### src/rtl/ntt_pkg.sv
// ntt_pkg: shared declarations for the NTT stage sequencer.
//   - ntt_state_e        : sequencer states (IDLE, ISSUE, DRAIN, DONE)
//   - NTT_*_DEFAULT      : default transform size and butterfly latency
//   - ntt_addr_w()       : address width (and stage count) for an N-point transform
//   - ntt_stage_w()      : width of the stage number for an N-point transform
//   - ntt_addr_bundle_t  : {valid, addr_a, addr_b} carried down the write-back delay line
// Optional feature macro used by the top level: NTT_CTRL_INV_EN.
package ntt_pkg;

    typedef enum logic [1:0] {
        IDLE  = 2'd0,
        ISSUE = 2'd1,
        DRAIN = 2'd2,
        DONE  = 2'd3
    } ntt_state_e;

    localparam int NTT_N_DEFAULT      = 256;
    localparam int NTT_BF_LAT_DEFAULT = 4;

    // Widest address the bundle can carry; the top uses the low LOGN bits.
    localparam int NTT_MAX_LOGN = 16;

    function automatic int ntt_addr_w(input int n);
        return $clog2(n);
    endfunction

    function automatic int ntt_stage_w(input int n);
        return $clog2($clog2(n));
    endfunction

    typedef struct packed {
        logic                    valid;
        logic [NTT_MAX_LOGN-1:0] addr_a;
        logic [NTT_MAX_LOGN-1:0] addr_b;
    } ntt_addr_bundle_t;

endpackage

### src/rtl/ntt_addr_gen.sv
// ntt_addr_gen: butterfly address / twiddle generator, one register stage.
// Ports:
//   clk, reset       : clock, synchronous active-high reset
//   en               : load computed values this edge (otherwise outputs load 0)
//   inv              : emit the negated twiddle index (N - idx) mod N
//   s, k             : stage number and butterfly index within the stage
//   addr_a, addr_b   : registered operand addresses for butterfly (s, k)
//   tw_idx           : registered twiddle ROM index for butterfly (s, k)
module ntt_addr_gen #(
    parameter int LOGN = 8,
    parameter int SW   = 3
) (
    input  logic            clk,
    input  logic            reset,
    input  logic            en,
    input  logic            inv,
    input  logic [SW-1:0]   s,
    input  logic [LOGN-1:0] k,
    output logic [LOGN-1:0] addr_a,
    output logic [LOGN-1:0] addr_b,
    output logic [LOGN-1:0] tw_idx
);

    localparam logic [LOGN-1:0] ONE = LOGN'(1);

    logic [LOGN-1:0] half;
    logic [LOGN-1:0] lo;
    logic [LOGN-1:0] a_c;
    logic [LOGN-1:0] b_c;
    logic [LOGN-1:0] tw_sh;
    logic [LOGN-1:0] tw_f;
    logic [LOGN-1:0] tw_c;

    always_comb begin
        half  = ONE << s;
        lo    = k & (half - ONE);
        // Group base (k >> s) * 2 * half, done as two shifts so that the
        // shift amount never needs s+1 (which would wrap at SW bits).
        a_c   = (((k >> s) << s) << 1) | lo;
        b_c   = a_c + half;
        tw_sh = LOGN'(LOGN - 1) - LOGN'(s);
        tw_f  = lo << tw_sh;
        // Two's-complement negate at LOGN bits is (N - idx) mod N; 0 stays 0.
        tw_c  = inv ? (LOGN'(0) - tw_f) : tw_f;
    end

    always_ff @(posedge clk) begin
        if (reset) begin
            addr_a <= '0;
            addr_b <= '0;
            tw_idx <= '0;
        end else if (en) begin
            addr_a <= a_c;
            addr_b <= b_c;
            tw_idx <= tw_c;
        end else begin
            addr_a <= '0;
            addr_b <= '0;
            tw_idx <= '0;
        end
    end

endmodule

### src/rtl/ntt_stage_ctrl.sv
// ntt_stage_ctrl: sequencer for an in-place radix-2 DIT NTT over N points.
// Walks LOGN stages, issuing one butterfly per cycle (read pair + twiddle
// index), returns the write-back pair BF_LAT cycles later, and drains the
// butterfly pipeline between stages.
// Ports:
//   clk, reset              : clock, synchronous active-high reset
//   inverse                 : (only with NTT_CTRL_INV_EN) select inverse twiddles,
//                             captured at start
//   start                   : begin a transform, sampled only in IDLE
//   busy, done              : transform in progress / one-cycle completion pulse
//   stage                   : current stage number
//   rd_valid, rd_addr_a/b   : butterfly issue strobe and operand addresses
//   tw_idx                  : twiddle ROM index
//   wr_valid, wr_addr_a/b   : write-back strobe and addresses
//   dbg_state               : current sequencer state (ntt_state_e encoding)
// Optional feature macro: NTT_CTRL_INV_EN.
//
// Handshake: strobes only, no back-pressure. rd_valid marks a cycle in which
// rd_addr_a/rd_addr_b/tw_idx describe one butterfly; wr_valid marks a cycle in
// which wr_addr_a/wr_addr_b must be written. Addresses are 0 when not valid.
module ntt_stage_ctrl
    import ntt_pkg::*;
#(
    parameter  int N      = NTT_N_DEFAULT,
    parameter  int BF_LAT = NTT_BF_LAT_DEFAULT,
    localparam int LOGN   = ntt_addr_w(N),
    localparam int SW     = ntt_stage_w(N)
) (
    input  logic            clk,
    input  logic            reset,
`ifdef NTT_CTRL_INV_EN
    input  logic            inverse,
`endif
    input  logic            start,
    output logic            busy,
    output logic            done,
    output logic [SW-1:0]   stage,
    output logic            rd_valid,
    output logic [LOGN-1:0] rd_addr_a,
    output logic [LOGN-1:0] rd_addr_b,
    output logic [LOGN-1:0] tw_idx,
    output logic            wr_valid,
    output logic [LOGN-1:0] wr_addr_a,
    output logic [LOGN-1:0] wr_addr_b,
    output logic [1:0]      dbg_state
);

    localparam int              DW     = $clog2(BF_LAT + 1);
    localparam logic [LOGN-1:0] HALF_N = LOGN'(N / 2);
    localparam logic [SW-1:0]   LAST_S = SW'(LOGN - 1);
    localparam logic [DW-1:0]   DLAST  = DW'(BF_LAT - 1);

    ntt_state_e      state;
    logic [DW-1:0]   dcnt;
    // s_la/k_la run one butterfly ahead of the outputs: the address generator
    // registers its result, so it must see (s, k) one edge before issue.
    logic [SW-1:0]   s_la;
    logic [LOGN-1:0] k_la;
    logic            issue_next;
    logic            inv_sel;

    assign dbg_state = state;

    // High when the coming edge starts (or continues) an ISSUE cycle.
    always_comb begin
        issue_next = 1'b0;
        case (state)
            IDLE:    issue_next = start;
            ISSUE:   issue_next = (k_la != HALF_N);
            DRAIN:   issue_next = (dcnt == DLAST) && (stage != LAST_S);
            default: issue_next = 1'b0;
        endcase
    end

    always_ff @(posedge clk) begin
        if (reset) begin
            state    <= IDLE;
            dcnt     <= '0;
            s_la     <= '0;
            k_la     <= '0;
            stage    <= '0;
            busy     <= 1'b0;
            done     <= 1'b0;
            rd_valid <= 1'b0;
        end else begin
            rd_valid <= issue_next;
            done     <= 1'b0;
            case (state)
                IDLE: begin
                    if (start) begin
                        state <= ISSUE;
                        stage <= '0;
                        k_la  <= LOGN'(1);
                        busy  <= 1'b1;
                    end
                end
                ISSUE: begin
                    if (k_la == HALF_N) begin
                        state <= DRAIN;
                        dcnt  <= '0;
                        k_la  <= '0;
                        s_la  <= (stage == LAST_S) ? '0 : stage + SW'(1);
                    end else begin
                        k_la <= k_la + LOGN'(1);
                    end
                end
                DRAIN: begin
                    if (dcnt == DLAST) begin
                        if (stage == LAST_S) begin
                            state <= DONE;
                            done  <= 1'b1;
                        end else begin
                            state <= ISSUE;
                            stage <= stage + SW'(1);
                            k_la  <= LOGN'(1);
                        end
                    end else begin
                        dcnt <= dcnt + DW'(1);
                    end
                end
                DONE: begin
                    state <= IDLE;
                    stage <= '0;
                    busy  <= 1'b0;
                end
                default: state <= IDLE;
            endcase
        end
    end

`ifdef NTT_CTRL_INV_EN
    logic inv_q;

    always_ff @(posedge clk) begin
        if (reset) begin
            inv_q <= 1'b0;
        end else if (state == IDLE && start) begin
            inv_q <= inverse;
        end
    end

    // The first butterfly is registered on the start edge itself, before
    // inv_q holds the captured value.
    assign inv_sel = (state == IDLE) ? inverse : inv_q;
`else
    assign inv_sel = 1'b0;
`endif

    ntt_addr_gen #(
        .LOGN (LOGN),
        .SW   (SW)
    ) u_addr_gen (
        .clk    (clk),
        .reset  (reset),
        .en     (issue_next),
        .inv    (inv_sel),
        .s      (s_la),
        .k      (k_la),
        .addr_a (rd_addr_a),
        .addr_b (rd_addr_b),
        .tw_idx (tw_idx)
    );

    // Write-back delay line: entry BF_LAT-1 is the issue of BF_LAT cycles ago.
    ntt_addr_bundle_t rd_bundle;
    ntt_addr_bundle_t dly [BF_LAT];

    always_comb begin
        rd_bundle                  = '0;
        rd_bundle.valid            = rd_valid;
        rd_bundle.addr_a[LOGN-1:0] = rd_addr_a;
        rd_bundle.addr_b[LOGN-1:0] = rd_addr_b;
    end

    always_ff @(posedge clk) begin
        if (reset) begin
            for (int i = 0; i < BF_LAT; i++) begin
                dly[i] <= '0;
            end
        end else begin
            dly[0] <= rd_bundle;
            for (int i = 1; i < BF_LAT; i++) begin
                dly[i] <= dly[i-1];
            end
        end
    end

    assign wr_valid  = dly[BF_LAT-1].valid;
    assign wr_addr_a = dly[BF_LAT-1].addr_a[LOGN-1:0];
    assign wr_addr_b = dly[BF_LAT-1].addr_b[LOGN-1:0];

endmodule

### config.mk
export PLATFORM = sky130hd
export DESIGN_NAME = ntt_stage_ctrl
export DESIGN_NICKNAME = d
export VERILOG_FILES = /design/src/rtl/ntt_pkg.sv /design/src/rtl/ntt_addr_gen.sv /design/src/rtl/ntt_stage_ctrl.sv
export SDC_FILE = /design/constraint.sdc
export NUM_CORES = 1
export LEC_CHECK = 0
export ABC_AREA = 1
export CORE_MARGIN = 2
export CORE_UTILIZATION = 35
export CTS_BUF_LIST = sky130_fd_sc_hd__clkbuf_8
export DETAILED_ROUTE_END_ITERATION = 6
export GPL_ROUTABILITY_DRIVEN = 0
export PLACE_DENSITY = 0.6
export SKIP_CTS_REPAIR_TIMING = 1
export SYNTH_ARGS = -nofsm -noshare
export SYNTH_HDL_FRONTEND = slang
export SYNTH_HIERARCHICAL = 1
export SYNTH_SLANG_ARGS = --single-unit
### constraint.sdc
create_clock -name clk -period 7.7 [get_ports clk]
set_clock_uncertainty 0.05 [all_clocks]
set_input_delay 2.31 -clock clk [delete_from_list [all_inputs] [get_ports clk]]
set_output_delay 2.31 -clock clk [all_outputs]
set_load 0.01 [all_outputs]
==> flow_summary.yaml <==
worst_setup_path:
  crit_path_top_delay_cell: "clkdlybuf4s50_1"
  crit_buf_inv: 1
  critPathMaxStageDelay_ps: 580
  worstSetupStartpoint: "dbg_state[0]"
  start_kind: "register"
  critPathTopFamily: "buffers and inverters"
  cp_max_fo: 5
  cp.arrival_ps: 1450
  cp.required_ps: 5340
  r2r-start: "s_la[0]"
  worstPathCellList: "clkdlybuf4s50_1"
  path_class: "reg -> out"
  crit_path_end_kind: "output pin"
logic_synthesis:
  synth_cell_types: 43
  synth_seq_area_share: 0.450
  ys_ff_latch: 114
  synth_area_leader_cell: "dfxtp_1"
  ys.warnings.count: 6
  synth_top_cells_by_count: "nor2_1 (129), nand2_1 (124), inv_1 (120), dfxtp_1 (114), nand3_1 (41)"
  synthTopCellsByArea: "dfxtp_1 (45%), nor2_1 (9.6%), nand2_1 (9.2%)"
  async_flop_share: 0
  synth_area_um2: 5070
  yosysMostFrequentCell: "nor2_1"
  syn_area_per_cell_um2: 7.28
  syn-instance-count: 696
  yosys.area.top_type_share: 0.450
  synth_edf_count: 0
  synth_ff_type: "dfxtp_1"
hold_path:
  hold_start: "dly[0][22]"
  hold_path_class: "reg -> reg"
clock_tree:
  cts-buffers-inserted: 17
  clockBufferDepth: 2
  clk_pin_slew_ps: 80
  clk-insertion-delay-late_ps: 430
  htreeDepth: 4
  cts_num_sinks: 114
  cts_tree: "done"
  cts_root_buf: "clkbuf_8"
global_route:
  first_global_vias: 3696
  grt_pass1_wl_mm: 17.6
  grt_max_degree: 82
  antenna_found_initial: 0
  grt_use_total: 0.139
  grt_overflow: 0
timing:
  post-route-period-util: 0.495
  tns_ps: 0
  hold_viol_final: 0
  slew_headroom: 0.388
  fmax_mhz: 262
  min_period_ps: 3810
  rsz0062_at_grt: "no"
  slew_viol_final: 0
  setup_viol: 0
  layout_setup_ws_ps: 3890
  tightestPinTransition_ps: 916
die:
  core-area_um2: 14000
  die_h_um: 124
  initial_utilization: 0.362
  ios: 52
  fp.dieW_um: 124
  rows: 43
  dieArea_um2: 15500
run_status:
  status: "complete, no violations"
route:
  wire_per_inst_um: 10.9
  ant_nets: 0
  wirelength_mm: 10.3
  drtPass1Iterations: 6
  viasPerCell: 4.38
  remaining_drc_errors: 0
  drt_iter0_drc: 371
  vias: 4141
final_layout:
  fill_cells: 1438
  final_layout_size_suffix_gt1_frac: 0.123
  fin_nets: 769
  diodes: 0
  syn_to_final_growth_pct: 20.6
power:
  powerDensity_nw_per_um2: 218
  p_leak_uw: 0.00253
  peakVddDrop_v: 0.0000924
placement:
  port-buffer-count: 51
  post-place-ws_ps: 3380
  dp_hpwl_mm: 7.22
job:
  drv_cap: 0
cell families (layout without fill, tap and decap cells):
| logic type | Yosys count | in the layout | synth area share |
|---|---|---|---|
| fa+ha+maj | 14 | 14 | 0.0360 |
| buf+inv | 151 | 215 | 0.123 |
| other cells | 2 | 7 | 0.00148 |
| simple gates | 342 | 342 | 0.303 |
| compound gates | 73 | 73 | 0.0866 |
| flops | 114 | 114 | 0.450 |
worst paths after layout:
kind / slack, ps / cells past startpoint / to
setup reg to reg: 3930 / 21 / u_addr_gen/addr_b[7]
hold / removal: 340 / 2 / dly[1][22]
hold reg to reg: 340 / 2 / dly[1][22]
setup / recovery: 3890 / 1 / dbg_state[0]
power breakdown:
| group | internal [uW] | leakage, uW | switching (uW) | total [uW] |
|---|---|---|---|---|
| clock network | 298 | 0.000206 | 268 | 566 |
| registers | 609 | 0.000922 | 17.5 | 627 |
| logic | 52.5 | 0.00140 | 87.7 | 140 |
| total | 959 | 0.00253 | 374 | 1330 |
cells in the final DEF (no fill, tap or decap), types with 2 or more instances in the layout:
cell,n
nor2_1,129
nand2_1,124
inv_1,120
dfxtp_1,114
clkdlybuf4s50_1,50
nand3_1,41
a21oi_1,32
clkbuf_8,17
o21ai_0,16
nand2_2,14
ha_1,13
inv_2,8
nand3_2,7
nor2_2,7
nor3_1,7
conb_1,7
o21ai_2,6
inv_6,6
nor2_4,5
clkinv_4,4
a31oi_1,3
nand2_4,3
o21ai_1,3
bufinv_16,2
inv_8,2
inv_4,2
a211oi_1,2
o21a_1,2
o22ai_2,2
area by class of cell:
| cell class | instances | area [um2] | share of cell area |
|---|---|---|---|
| Multi-Input combinational cell | 436 | 2180 | 0.357 |
| Tap cell | 180 | 225 | 0.0368 |
| Inverter | 131 | 502 | 0.0821 |
| Clock inverter | 15 | 174 | 0.0285 |
| Timing Repair Buffer | 52 | 513 | 0.0839 |
| Clock buffer | 17 | 234 | 0.0383 |
| Sequential cell | 114 | 2280 | 0.373 |
per-layer routing:
metal,share of wire,up-vias,global-route usage
li1,-,2230,-
met1,0.48,1792,0.182
met2,0.46,113,0.218
met3,0.052,6,0.0412
met4,0.0080,0,0.0516
met5,0,-,0
registers in the layout, summed over array words and instances, names as in the netlist, 3 cells and up:
name	count
dcnt	3
dly	68
k_la	8
s_la	3
stage	3
u_addr_gen/addr_a	8
u_addr_gen/addr_b	8
u_addr_gen/tw_idx	8
metrics by stage:
stage | std cells | total power [uW] | instance area (um2) | utilization | hold WS [ps]
after floorplan | 701 | 733 | 5090 | - | 338
after global placement | 913 | 780 | 5700 | 0.408 | 339
after detailed placement | 913 | 782 | 5700 | 0.408 | 342
after CTS | 945 | 1350 | 6110 | 0.437 | 340
after global routing | 945 | 1400 | 6110 | 0.437 | 351
final | 945 | 1330 | 6110 | 0.437 | 339
Power figures use the tool's default switching activity.
==> edit (same flow settings) <==
`NTT_N_DEFAULT`: 256 -> 512.
--- a/src/rtl/ntt_pkg.sv
+++ b/src/rtl/ntt_pkg.sv
@@ -14,7 +14,7 @@
         DONE  = 2'd3
     } ntt_state_e;
 
-    localparam int NTT_N_DEFAULT      = 256;
+    localparam int NTT_N_DEFAULT      = 512;
     localparam int NTT_BF_LAT_DEFAULT = 4;
 
     // Widest address the bundle can carry; the top uses the low LOGN bits.
Interface: changed (6 resized); port bits go from 52 to 58. No check against the original RTL was run, so the function may have changed too.
==> edit against the unedited design <==
Die area up 17%. Total power up 6.0%. Routed wire length rose by 22%. Synthesized cell count grew 22%. Area after synthesis is 18% higher. Worst setup slack lost 0.15 ns. Sequential cell count rose by 14. Hold slack improved by 0.0074 ns. Cell area up 16%. Critical endpoint is now u_addr_gen/addr_b[8]. Largest cell class is now multi-input gates. Largest power group unchanged.
==> edit: results (changes against the unedited design) <==
- Status: completed (unchanged)
- Via density: 4.467 (was 4.382)
- Worst-path maximum fanout: 19 (was 5)
- Post-Synth XOR/XNOR Area: 0.2938% (was 0%)
- Routed WL: 12.62 mm (was 10.31 mm)
- CTS Root Cell: clkbuf_8 (unchanged)
- All-Layer GR Usage: 14.34% (was 13.95%)
- Layout cell share with drive strength beyond 1: 7.835% (was 12.29%)
- Largest net degree at the start of global routing: 97 (was 82)
- HPWL Detailed: 9.109 mm (was 7.218 mm)
- Met3 wire len: 555 µm (was 539 µm)
- Count of cell types in the netlist: 42 (was 43)
- Critical path's largest stage delay: 0.73 ns (was 0.58 ns)
- Post-synth top cells: nand2_1 (163), inv_1 (144), nor2_1 (133) (was nor2_1 (129), nand2_1 (124), inv_1 (120))
- Worst reg2reg setup slack: 3.74 ns (was 3.93 ns)
- CP max-delay cell: dfxtp_1 (was clkdlybuf4s50_1)
- Post-synthesis sequential area ratio: 42.98% (was 45.01%)
- Switch Pwr: 363.8 µW (was 373.6 µW)
- DR WL met2: 5.649 mm (was 4.776 mm)
- H-tree depth: 4 (unchanged)
- Max FFs per register: 76 (was 68)
- Worst-margin pin slew: 0.9643 ns (was 0.9163 ns)
- Initial antenna violation count: 0 (unchanged)
- Wl on met1: 6.187 mm (was 4.914 mm)
- Num CTS Buffers: 17 (unchanged)
- Initial DRC count: 365 (was 371)
- P_leak: 0.002997 µW (was 0.002526 µW)
- Vias in the first global route: 4361 (was 3696)
- Setup TNS: 0 ns (unchanged)
- Worst hold path depth: 2 (unchanged)
- DP Area: 0.006683 mm² (was 0.005704 mm²)
- CTS clk-pin slew, worst paths: 0.07 ns
- Adder-cell share of the synthesized area: 4.533% (was 3.603%)
- Compound-Gate Fraction of Synth Area: 8.017% (was 8.662%)
- Synthesis Warnings: 6 (unchanged)
- Clock Path Buffers: 2 (unchanged)
- Nets: 930 (was 769)
- Arrival time at the worst endpoint: 4.24 ns (was 1.45 ns)
- # port buffers: 57 (was 51)
- Pre-antenna DRT Iters: 5 (was 6)
- Crit path to: u_addr_gen/addr_b[8] (was dbg_state[0])
- FF-to-FF path depth: 19 (was 21)
- Family with the most delay on the worst path: adder cells (was buffers and inverters)
- Largest cells by area after synthesis: dfxtp_1 (43%), nand2_1 (10%), inv_1 (9.1%) (was dfxtp_1 (45%), nor2_1 (9.6%), nand2_1 (9.2%))
- Worst R2R Start: s_la[1] (was s_la[0])
- First-pass GRT wire length: 20.71 mm (was 17.61 mm)
- VDD IR max: 0.00009891 V (was 0.00009245 V)
- Register with the most flip-flops: dly (unchanged)
- Final antenna diode count: 0 (unchanged)
- Hold WC Path Type: reg -> reg (unchanged)
[edit: cell count changes in the layout (fill, tap and decap cells not counted), sizes merged, moves of 8 or more]
cell / change
nand3: +39
nand4: +8
inv: +16
nand2: +32
dfxtp: +14
[edit: through the flow]
stage / hold slack, ns / utilization [%] / std cells / setup WS (ns) / power [µW]
3_5_place_dp: 0.3416 / 40.15 / 1107 / 3.592 / 819.1
4_1_cts: 0.3475 / 42.73 / 1139 / 3.790 / 1435
5_1_grt: 0.3559 / 42.73 / 1139 / 3.456 / 1478
6_report: 0.3466 / 42.73 / 1139 / 3.741 / 1413
2_1_floorplan: 0.3383 / - / 852 / 4.266 / 781.0
3_3_place_gp: 0.3386 / 40.15 / 1107 / 3.607 / 818.4
[edit: metal layers]
layer	up-vias	GRT usage (%)
met1	2237	18.93
met4	0	5.439
met5	-	0
met3	19	4.054
met2	102	22.31
li1	2730	-
[edit: cell families (layout without fill, tap and decap cells)]
group,after synthesis,count (layout)
and+or+nand+nor,429,429
buffers and inverters,177,244
DFF,128,128
AOI/OAI and AO/OA,87,87
adders and majority gates,21,21
other,2,8
xor gates and xnor gates,2,2
[edit: worst register-to-register path, stage by stage (launching register included)]
cell,delay [ns]
dfxtp_1,0.73
inv_1,0.42
ha_1,0.35
ha_1,0.23
nand2_1,0.17
ha_1,0.21
nand3_1,0.08
nor2_1,0.13
nand2_1,0.07
nand2_1,0.08
o21ai_0,0.08
a31oi_1,0.15
o31ai_1,0.16
ha_1,0.37
nand2_1,0.07
inv_1,0.05
a21boi_0,0.25
nand3_1,0.11
nand2_1,0.07
nor2_1,0.04
[edit: layout make-up]
type                       instances  area (µm²)
multi-input combinational        547        2684
inverter                         152       573.1
clock buffer                      18       247.7
fill                            1716        9530
timing repair buffer              60       588.1
tap                              220       275.3
sequential                       128        2562
clock inverter                    14       181.4
[edit: how the worst min path moves through the flow]
stage / slack, ns / start / end
after floorplan: 0.34 / dly[0][0] / dly[1][0]
after global placement: 0.34 / dly[0][2] / dly[1][2]
after detailed placement: 0.34 / dly[0][24] / dly[1][24]
after CTS: 0.35 / dly[0][4] / dly[1][4]
after global routing: 0.36 / dly[0][4] / dly[1][4]
final: 0.35 / dly[1][20] / dly[2][20]
[edit: power by group through the flow]
stage,Clock [µW],Sequential [µW],Combinational [µW]
after global routing,661,692,125
final,610,691,112
after detailed placement,0,706,113
after CTS,631,691,113
after floorplan,0,705,75.9
after global placement,0,707,112
